`config.mk`:
```
export PLATFORM = sky130hd
export DESIGN_NAME = output_display_driver
export DESIGN_NICKNAME = d
export VERILOG_FILES = /design/src/rtl/output_display_driver.sv
export SDC_FILE = /design/constraint.sdc
export NUM_CORES = 1
export LEC_CHECK = 0
export CORE_ASPECT_RATIO = 0.75
export CORE_MARGIN = 5
export CORE_UTILIZATION = 59
export DETAILED_ROUTE_END_ITERATION = 7
export GPL_ROUTABILITY_DRIVEN = 0
export PLACE_DENSITY = 0.87
export SLEW_MARGIN = 20
export SYNTH_ARGS = -nofsm -noshare
export SYNTH_HDL_FRONTEND = slang
export SYNTH_SLANG_ARGS = --single-unit
```
`constraint.sdc`:
```
create_clock -name CLK -period 2.9 [get_ports CLK]
set_clock_uncertainty 0.15 [all_clocks]
set_input_delay 0.725 -clock CLK [delete_from_list [all_inputs] [get_ports CLK]]
set_output_delay 0.725 -clock CLK [all_outputs]
set_load 0.01 [all_outputs]
```
`src/rtl/output_display_driver.sv`:
```
// Binary-to-decimal display driver: sequential double-dabble conversion feeding a
// 3-digit multiplexed common-anode 7-segment display with optional leading-zero blanking.
module output_display_driver #(
  parameter int REFRESH_DIV   = 4,
  parameter bit BLANK_LEADING = 1'b1
) (
  input  logic       CLK,
  input  logic       CLR,
  input  logic [7:0] display_input,
  output logic [6:0] seg_bar,
  output logic [2:0] dig_bar,
  output logic       busy
);

  typedef enum logic [1:0] {IDLE, CONVERT, COMMIT} state_t;

  localparam logic [15:0] REFRESH_LAST = 16'(REFRESH_DIV - 1);
  localparam logic [6:0]  SEG_BLANK    = 7'h7F;

  state_t      state, state_next;
  logic [7:0]  last_value, last_next;
  logic [19:0] shift_reg, shift_next;
  logic [2:0]  iter, iter_next;
  logic [3:0]  hund, tens, units;
  logic [3:0]  hund_next, tens_next, units_next;
  logic [15:0] refresh_cnt, refresh_next;
  logic [1:0]  scan_idx, scan_next;
  logic [6:0]  seg_next;
  logic [2:0]  dig_next;

  // One double-dabble iteration: correct each BCD nibble, then shift left.
  function automatic logic [19:0] dabble_step(input logic [19:0] s);
    logic [19:0] a;
    a = s;
    for (int i = 0; i < 3; i++) begin
      if (a[8+4*i +: 4] >= 4'd5) a[8+4*i +: 4] = a[8+4*i +: 4] + 4'd3;
    end
    return {a[18:0], 1'b0};
  endfunction

  function automatic logic [6:0] seg_decode(input logic [3:0] d);
    case (d)
      4'd0:    return 7'h40;
      4'd1:    return 7'h79;
      4'd2:    return 7'h24;
      4'd3:    return 7'h30;
      4'd4:    return 7'h19;
      4'd5:    return 7'h12;
      4'd6:    return 7'h02;
      4'd7:    return 7'h78;
      4'd8:    return 7'h00;
      4'd9:    return 7'h10;
      default: return SEG_BLANK;
    endcase
  endfunction

  // NOTE: sequential state uses non-blocking (<=) so every register samples pre-edge values.
  always_ff @(posedge CLK) begin
    if (CLR) state <= IDLE;
    else     state <= state_next;
  end

  // NOTE: every signal gets a default before the case, so no path can infer a latch.
  always_comb begin
    state_next = state;
    last_next  = last_value;
    shift_next = shift_reg;
    iter_next  = iter;
    hund_next  = hund;
    tens_next  = tens;
    units_next = units;
    case (state)
      IDLE: begin
        if (display_input != last_value) begin
          last_next  = display_input;
          shift_next = {12'b0, display_input};
          iter_next  = 3'd0;
          state_next = CONVERT;
        end
      end
      CONVERT: begin
        shift_next = dabble_step(shift_reg);
        iter_next  = iter + 3'd1;
        if (iter == 3'd7) state_next = COMMIT;
      end
      COMMIT: begin
        hund_next  = shift_reg[19:16];
        tens_next  = shift_reg[15:12];
        units_next = shift_reg[11:8];
        state_next = IDLE;
      end
      default: state_next = IDLE;
    endcase
  end

  // Outputs are decoded from next-state values so seg/dig pairs land on the same edge
  // as the scan step and as a digit commit.
  always_comb begin
    refresh_next = refresh_cnt + 16'd1;
    scan_next    = scan_idx;
    if (refresh_cnt >= REFRESH_LAST) begin
      refresh_next = 16'd0;
      scan_next    = (scan_idx == 2'd2) ? 2'd0 : scan_idx + 2'd1;
    end
    case (scan_next)
      2'd0: begin
        dig_next = 3'b110;
        seg_next = seg_decode(units_next);
      end
      2'd1: begin
        dig_next = 3'b101;
        seg_next = (BLANK_LEADING && hund_next == 4'd0 && tens_next == 4'd0)
                   ? SEG_BLANK : seg_decode(tens_next);
      end
      default: begin
        dig_next = 3'b011;
        seg_next = (BLANK_LEADING && hund_next == 4'd0) ? SEG_BLANK : seg_decode(hund_next);
      end
    endcase
  end

  always_ff @(posedge CLK) begin
    if (CLR) begin
      last_value  <= 8'd0;
      shift_reg   <= 20'd0;
      iter        <= 3'd0;
      hund        <= 4'd0;
      tens        <= 4'd0;
      units       <= 4'd0;
      refresh_cnt <= 16'd0;
      scan_idx    <= 2'd0;
      seg_bar     <= 7'h40;
      dig_bar     <= 3'b110;
    end else begin
      last_value  <= last_next;
      shift_reg   <= shift_next;
      iter        <= iter_next;
      hund        <= hund_next;
      tens        <= tens_next;
      units       <= units_next;
      refresh_cnt <= refresh_next;
      scan_idx    <= scan_next;
      seg_bar     <= seg_next;
      dig_bar     <= dig_next;
    end
  end

  assign busy = (state != IDLE);

endmodule

```
==> impl_metrics.json, run 1 <==
{
  "status": "complete, no violations",
  "critical_path_class": "reg -> reg",
  "reg2reg_slack_ns": 0.23,
  "synth_top_area_cell": "dfxtp_1",
  "ios": 21,
  "syn-mean-instance-area_um2": 8.57,
  "grt_max_degree": 37,
  "crit_arrival_ns": 2.73,
  "antenna_left": 0,
  "remaining_drc_errors": 0,
  "htreeDepth": 3,
  "p_leak_nw": 1.71,
  "synth_top_area_share_pct": 40.8,
  "wl_per_cell_um": 13.9,
  "synth_area_leaders": "dfxtp_1, ha_1, a21oi_1",
  "layout_common_cells": "dfxtp_1, a21oi_1, nand2_1, nor2_1, o21ai_0",
  "grt_pass1_wl_um": 12500,
  "synth_edf_count": 0,
  "finalMaxSlewViolations": 0,
  "min_from": "refresh_cnt[0]$_SDFF_PP0_",
  "ys_warn_count": 0,
  "drt_iter0_drc": 180,
  "clk_pin_slew_ns": 0.08,
  "irDropWorstVdd_mv": 0.405,
  "cts_tree": "built",
  "port-buffer-count": 20,
  "setup_viol": 0,
  "hpwl_um": 5260,
  "nNetsFinal": 484,
  "design_area_mm2": 0.00409,
  "synthArstFlopShare_pct": 0,
  "place_inst": 516,
  "start_util_pct": 61.2,
  "clock_latency_ns": 0.36,
  "die-area_mm2": 0.00775,
  "required_ns": 2.96,
  "grt_pass1_vias": 2732,
  "maxCapViolCount": 0,
  "cp-end-kind": "register",
  "fill_cells": 463,
  "overflow": 0,
  "coreArea_mm2": 0.00586,
  "period_share_pct": 92.0,
  "rsz0062_at_grt": "no",
  "placed_area_mm2": 0.00388,
  "critPathLaunch": "state[0]$_SDFFE_PP0P_",
  "die_x_um": 100,
  "synth-seq-cells": 73,
  "yosysSeqAreaShare_pct": 40.8,
  "final_cells": 532,
  "cts_root_buffer": "clkbuf_8",
  "synthFlopType": "dfxtp_1",
  "ys_types": 53,
  "grtUsageTotal_pct": 19.9,
  "vias": 2927,
  "r2r_start": "state[0]$_SDFFE_PP0P_",
  "final_common_cell": "dfxtp_1",
  "syn-instance-count": 418,
  "routed_wirelength_um": 7420,
  "areaGrowthSynthToFinish_pct": 14.1,
  "holdBufCountCts": 0,
  "fin_crit_ns": 2.67,
  "cts_buffers": 9,
  "max_slew_margin_pct": 55.1,
  "utilization_pct": 69.8,
  "max_freq_ghz": 0.375,
  "hold_viol": 0,
  "power_density_mw_per_mm2": 508,
  "start_kind": "register",
  "worstPathMaxFanout": 21,
  "via_per_inst": 5.50,
  "rows": 24,
  "drive_gt1_share_pct": 9.69,
  "antenna_cells": 0,
  "synth_area_mm2": 0.00358,
  "clk_path_buf_depth": 2,
  "largest_reg_flops": 20,
  "drtPass1Iterations": 5,
  "holdCritPathClass": "reg -> reg",
  "antenna_found_initial": 0,
  "tightest_slew_ns": 0.655,
  "setup_tns_ns": 0,
  "cts.sinks": 73,
  "die_h_um": 77.5
}
## worst paths after layout
| kind | to | cells past startpoint |
|---|---|---|
| max reg2reg | seg_bar[2]$_SDFF_PP0_ | 9 |
| min | refresh_cnt[0]$_SDFF_PP0_ | 1 |
| max | seg_bar[2]$_SDFF_PP0_ | 9 |
| min reg2reg | refresh_cnt[0]$_SDFF_PP0_ | 1 |
## area by class of cell
| cell class | instances | area [µm²] | area share (%) |
|---|---|---|---|
| well taps | 78 | 97.6 | 2.39 |
| clock buffers | 9 | 124 | 3.03 |
| inverters | 19 | 71.3 | 1.75 |
| multi-input cells | 317 | 1980 | 48.4 |
| repair buffers | 29 | 275 | 6.74 |
| flip-flops and latches | 73 | 1460 | 35.8 |
| clock inverters | 7 | 78.8 | 1.93 |
## cell usage after synthesis (7+ instances only)
cell,instances
a21oi_1,46
nor2_1,38
nand2_1,45
o21ai_0,26
mux2i_1,9
dfxtp_1,73
nor3_1,12
nand3_1,16
ha_1,25
inv_1,19
a22oi_1,12
xor2_1,8
nand2b_1,7
clkbuf_1,11
## per-stage QoR
| step | worst slack, ns | hold WS (ns) | total power [mW] |
|---|---|---|---|
| 2_1_floorplan | 0.478 | 0.258 | 1.21 |
| 3_3_place_gp | 0.200 | 0.268 | 1.28 |
| 3_5_place_dp | 0.108 | 0.273 | 1.29 |
| 4_1_cts | 0.256 | 0.285 | 2.10 |
| 5_1_grt | 0.0684 | 0.309 | 2.17 |
| 6_report | 0.233 | 0.283 | 2.08 |
## kinds of logic after synthesis
group / Yosys count / synth area share (%)
simple gates: 142 / 18.4
compound gates: 105 / 17.4
flops: 73 / 40.8
buf+inv: 41 / 5.45
fa+ha+maj: 25 / 8.73
mux: 18 / 5.94
xor+xnor: 13 / 3.18
other cells: 1 / 0.105
## repair_timing
item	4_1_cts	5_1_grt
hold endpoints to repair	0	0
setup buffers	0	0
endpoints found under the setup margin	0	1
gates resized for setup	0	1
## worst max-delay path: stages (launching register included)
cell and delay, ns:
dfxtp_1 0.39, nand2b_1 0.42, buf_12 0.23, nor2_1 0.05
a21oi_1 0.35, inv_1 0.14, ha_1 0.24, o21ba_2 0.22
o21ai_0 0.23, a21oi_1 0.11
## per-layer routing
| metal | GRT usage [%] | wire length [µm] | up-vias |
|---|---|---|---|
| met4 | 6.19 | 74 | 0 |
| met1 | 25.5 | 3400 | 1372 |
| met2 | 32.7 | 3560 | 62 |
| met5 | 0 | 0 | - |
| met3 | 5.56 | 384 | 10 |
| li1 | - | - | 1483 |
## report_power, final
part	switching, mW	internal, mW
Combinational	0.110	0.0855
Clock	0.405	0.406
Sequential	0.0222	1.05
Note: power is estimated with default switching activity, not from simulation.
==> run 2, diff against run 1 <==
CAP_MARGIN = 0   (was default)
==> results of run 2 <==
The final DEF is identical to that of run 1; final timing and power are the same.
==> run 3, diff against run 2 <==
CELL_PAD_IN_SITES_DETAIL_PLACEMENT = 1   (was default)
CELL_PAD_IN_SITES_GLOBAL_PLACEMENT = 1   (was default)
CORE_MARGIN = 1.5   (was 5)
CORE_UTILIZATION = 45   (was 59)
==> impl_metrics.json, run 3 (synthesized netlist as in run 1, its figures left out) <==
{
  "rows": 27,
  "areaGrowthSynthToFinish_pct": 15.4,
  "routed_wirelength_um": 8740,
  "via_per_inst": 5.39,
  "cts_tree": "built",
  "antenna_left": 0,
  "layout_common_cells": "dfxtp_1, a21oi_1, nand2_1, nor2_1, o21ai_0",
  "cp-end-kind": "register",
  "clk_pin_slew_ns": 0.08,
  "cpMaxStageDelayCell": "o311ai_0",
  "p_leak_nw": 1.72,
  "cts.sinks": 73,
  "critical_path_class": "reg -> reg",
  "antenna_found_initial": 0,
  "drtPass1Iterations": 4,
  "crit_arrival_ns": 2.65,
  "holdBufCountCts": 0,
  "drt_iter0_drc": 107,
  "setup_viol": 0,
  "die_x_um": 106,
  "rsz0062_at_grt": "no",
  "cp_cell_sequence": "nand2b_1 > buf_4 > a21oi_2 > ha_1 > nand2_1 > a21oi_1 > o311ai_0 > a31oi_1",
  "wl_per_cell_um": 15.6,
  "grt_pass1_wl_um": 15100,
  "power_mw": 2.10,
  "period_share_pct": 89.5,
  "nNetsFinal": 488,
  "design_area_mm2": 0.00414,
  "clk_path_buf_depth": 2,
  "overflow": 0,
  "hpwl_um": 6340,
  "grt_pass1_vias": 3148,
  "clock_latency_ns": 0.35,
  "tightest_slew_ns": 0.898,
  "max_freq_ghz": 0.385,
  "cts_root_buffer": "clkbuf_8",
  "maxCapViolCount": 0,
  "fin_crit_ns": 2.60,
  "cts_resized": 0,
  "finalMaxSlewViolations": 0,
  "grtUsageTotal_pct": 22.7,
  "largest_reg_flops": 20,
  "die_h_um": 80.3,
  "placed_area_mm2": 0.00393,
  "coreArea_mm2": 0.00753,
  "port-buffer-count": 20,
  "grt_busiest_layer": "met2",
  "worstPathMaxFanout": 9,
  "vias": 3012,
  "irDropWorstVdd_mv": 0.220,
  "start_kind": "register",
  "status": "complete, no violations",
  "setup_tns_ns": 0,
  "remaining_drc_errors": 0,
  "antenna_cells": 0,
  "gr-usage-met3_pct": 5.52,
  "cts_buffers": 9,
  "power_density_mw_per_mm2": 508,
  "hold_viol": 0,
  "slowest_delay_ns": 0.50,
  "holdCritPathClass": "reg -> reg",
  "post_cts_buffers": 0,
  "final_common_cell": "dfxtp_1",
  "required_ns": 2.95,
  "grt_max_degree": 28,
  "start_util_pct": 47.6,
  "max_slew_margin_pct": 40.0,
  "gr-usage-met2_pct": 39.2,
  "htreeDepth": 3,
  "die-area_mm2": 0.00851,
  "drive_gt1_share_pct": 10.5,
  "met1_usage_pct": 27.8,
  "ios": 21
}
## run 3: changes by cell type in the layout (fill, tap and decap cells not counted), sizes merged
cell / previous run / this run
buf: 10 / 14
clkbuf: 9 / 10
clkinv: 4 / 3
clkinvlp: 0 / 2
inv: 21 / 19
## run 3: metrics by stage
step | cells | hold WS (ns) | util [%] | setup WS (ns)
floorplan | 431 | 0.258 | - | 0.478
global placement | 543 | 0.267 | 52.1 | 0.214
detailed placement | 543 | 0.289 | 52.1 | 0.129
CTS | 559 | 0.302 | 54.8 | 0.197
global route | 559 | 0.316 | 54.9 | 0.0463
finish | 559 | 0.294 | 54.9 | 0.303
## run 3: cell type report
class                      count  area [µm²]
inverter                      19        71.3
clock buffer                  10         138
clock inverter                 6        67.6
multi-input combinational    317        1980
timing repair buffer          33         293
fill                         903        3400
sequential                    73        1460
tap                          101         126
## run 3: worst max-delay path: cells and delay by family, from the launching register on
| kind | cells | cell delay, ns |
|---|---|---|
| AO/OA/AOI/OAI | 4 | 0.82 |
| AND/OR/NAND/NOR | 2 | 0.49 |
| flip-flops | 1 | 0.39 |
| adder cells (fa/ha/maj) | 1 | 0.32 |
| buffers and inverters | 1 | 0.27 |
## run 3: layer usage
| layer | vias to the layer above | part of all wire [%] |
|---|---|---|
| li1 | 1490 | - |
| met1 | 1470 | 48 |
| met2 | 41 | 47 |
| met3 | 11 | 3.2 |
| met4 | 0 | 1.3 |
| met5 | - | 0 |
## run 3: worst paths after layout
kind / startpoint / to / slack [ns] / cells past startpoint
setup / recovery: state[0]$_SDFFE_PP0P_ / seg_bar[4]$_SDFF_PP0_ / 0.30 / 8
hold / removal: refresh_cnt[0]$_SDFF_PP0_ / refresh_cnt[0]$_SDFF_PP0_ / 0.29 / 1
setup reg to reg: state[0]$_SDFFE_PP0P_ / seg_bar[4]$_SDFF_PP0_ / 0.30 / 8
hold reg to reg: refresh_cnt[0]$_SDFF_PP0_ / refresh_cnt[0]$_SDFF_PP0_ / 0.29 / 1
## run 3: power breakdown
part	total (mW)	switching (mW)	internal, mW	leakage [nW]
logic	0.206	0.118	0.0878	1.02
registers	1.07	0.0219	1.05	0.601
clock network	0.823	0.402	0.422	0.0985
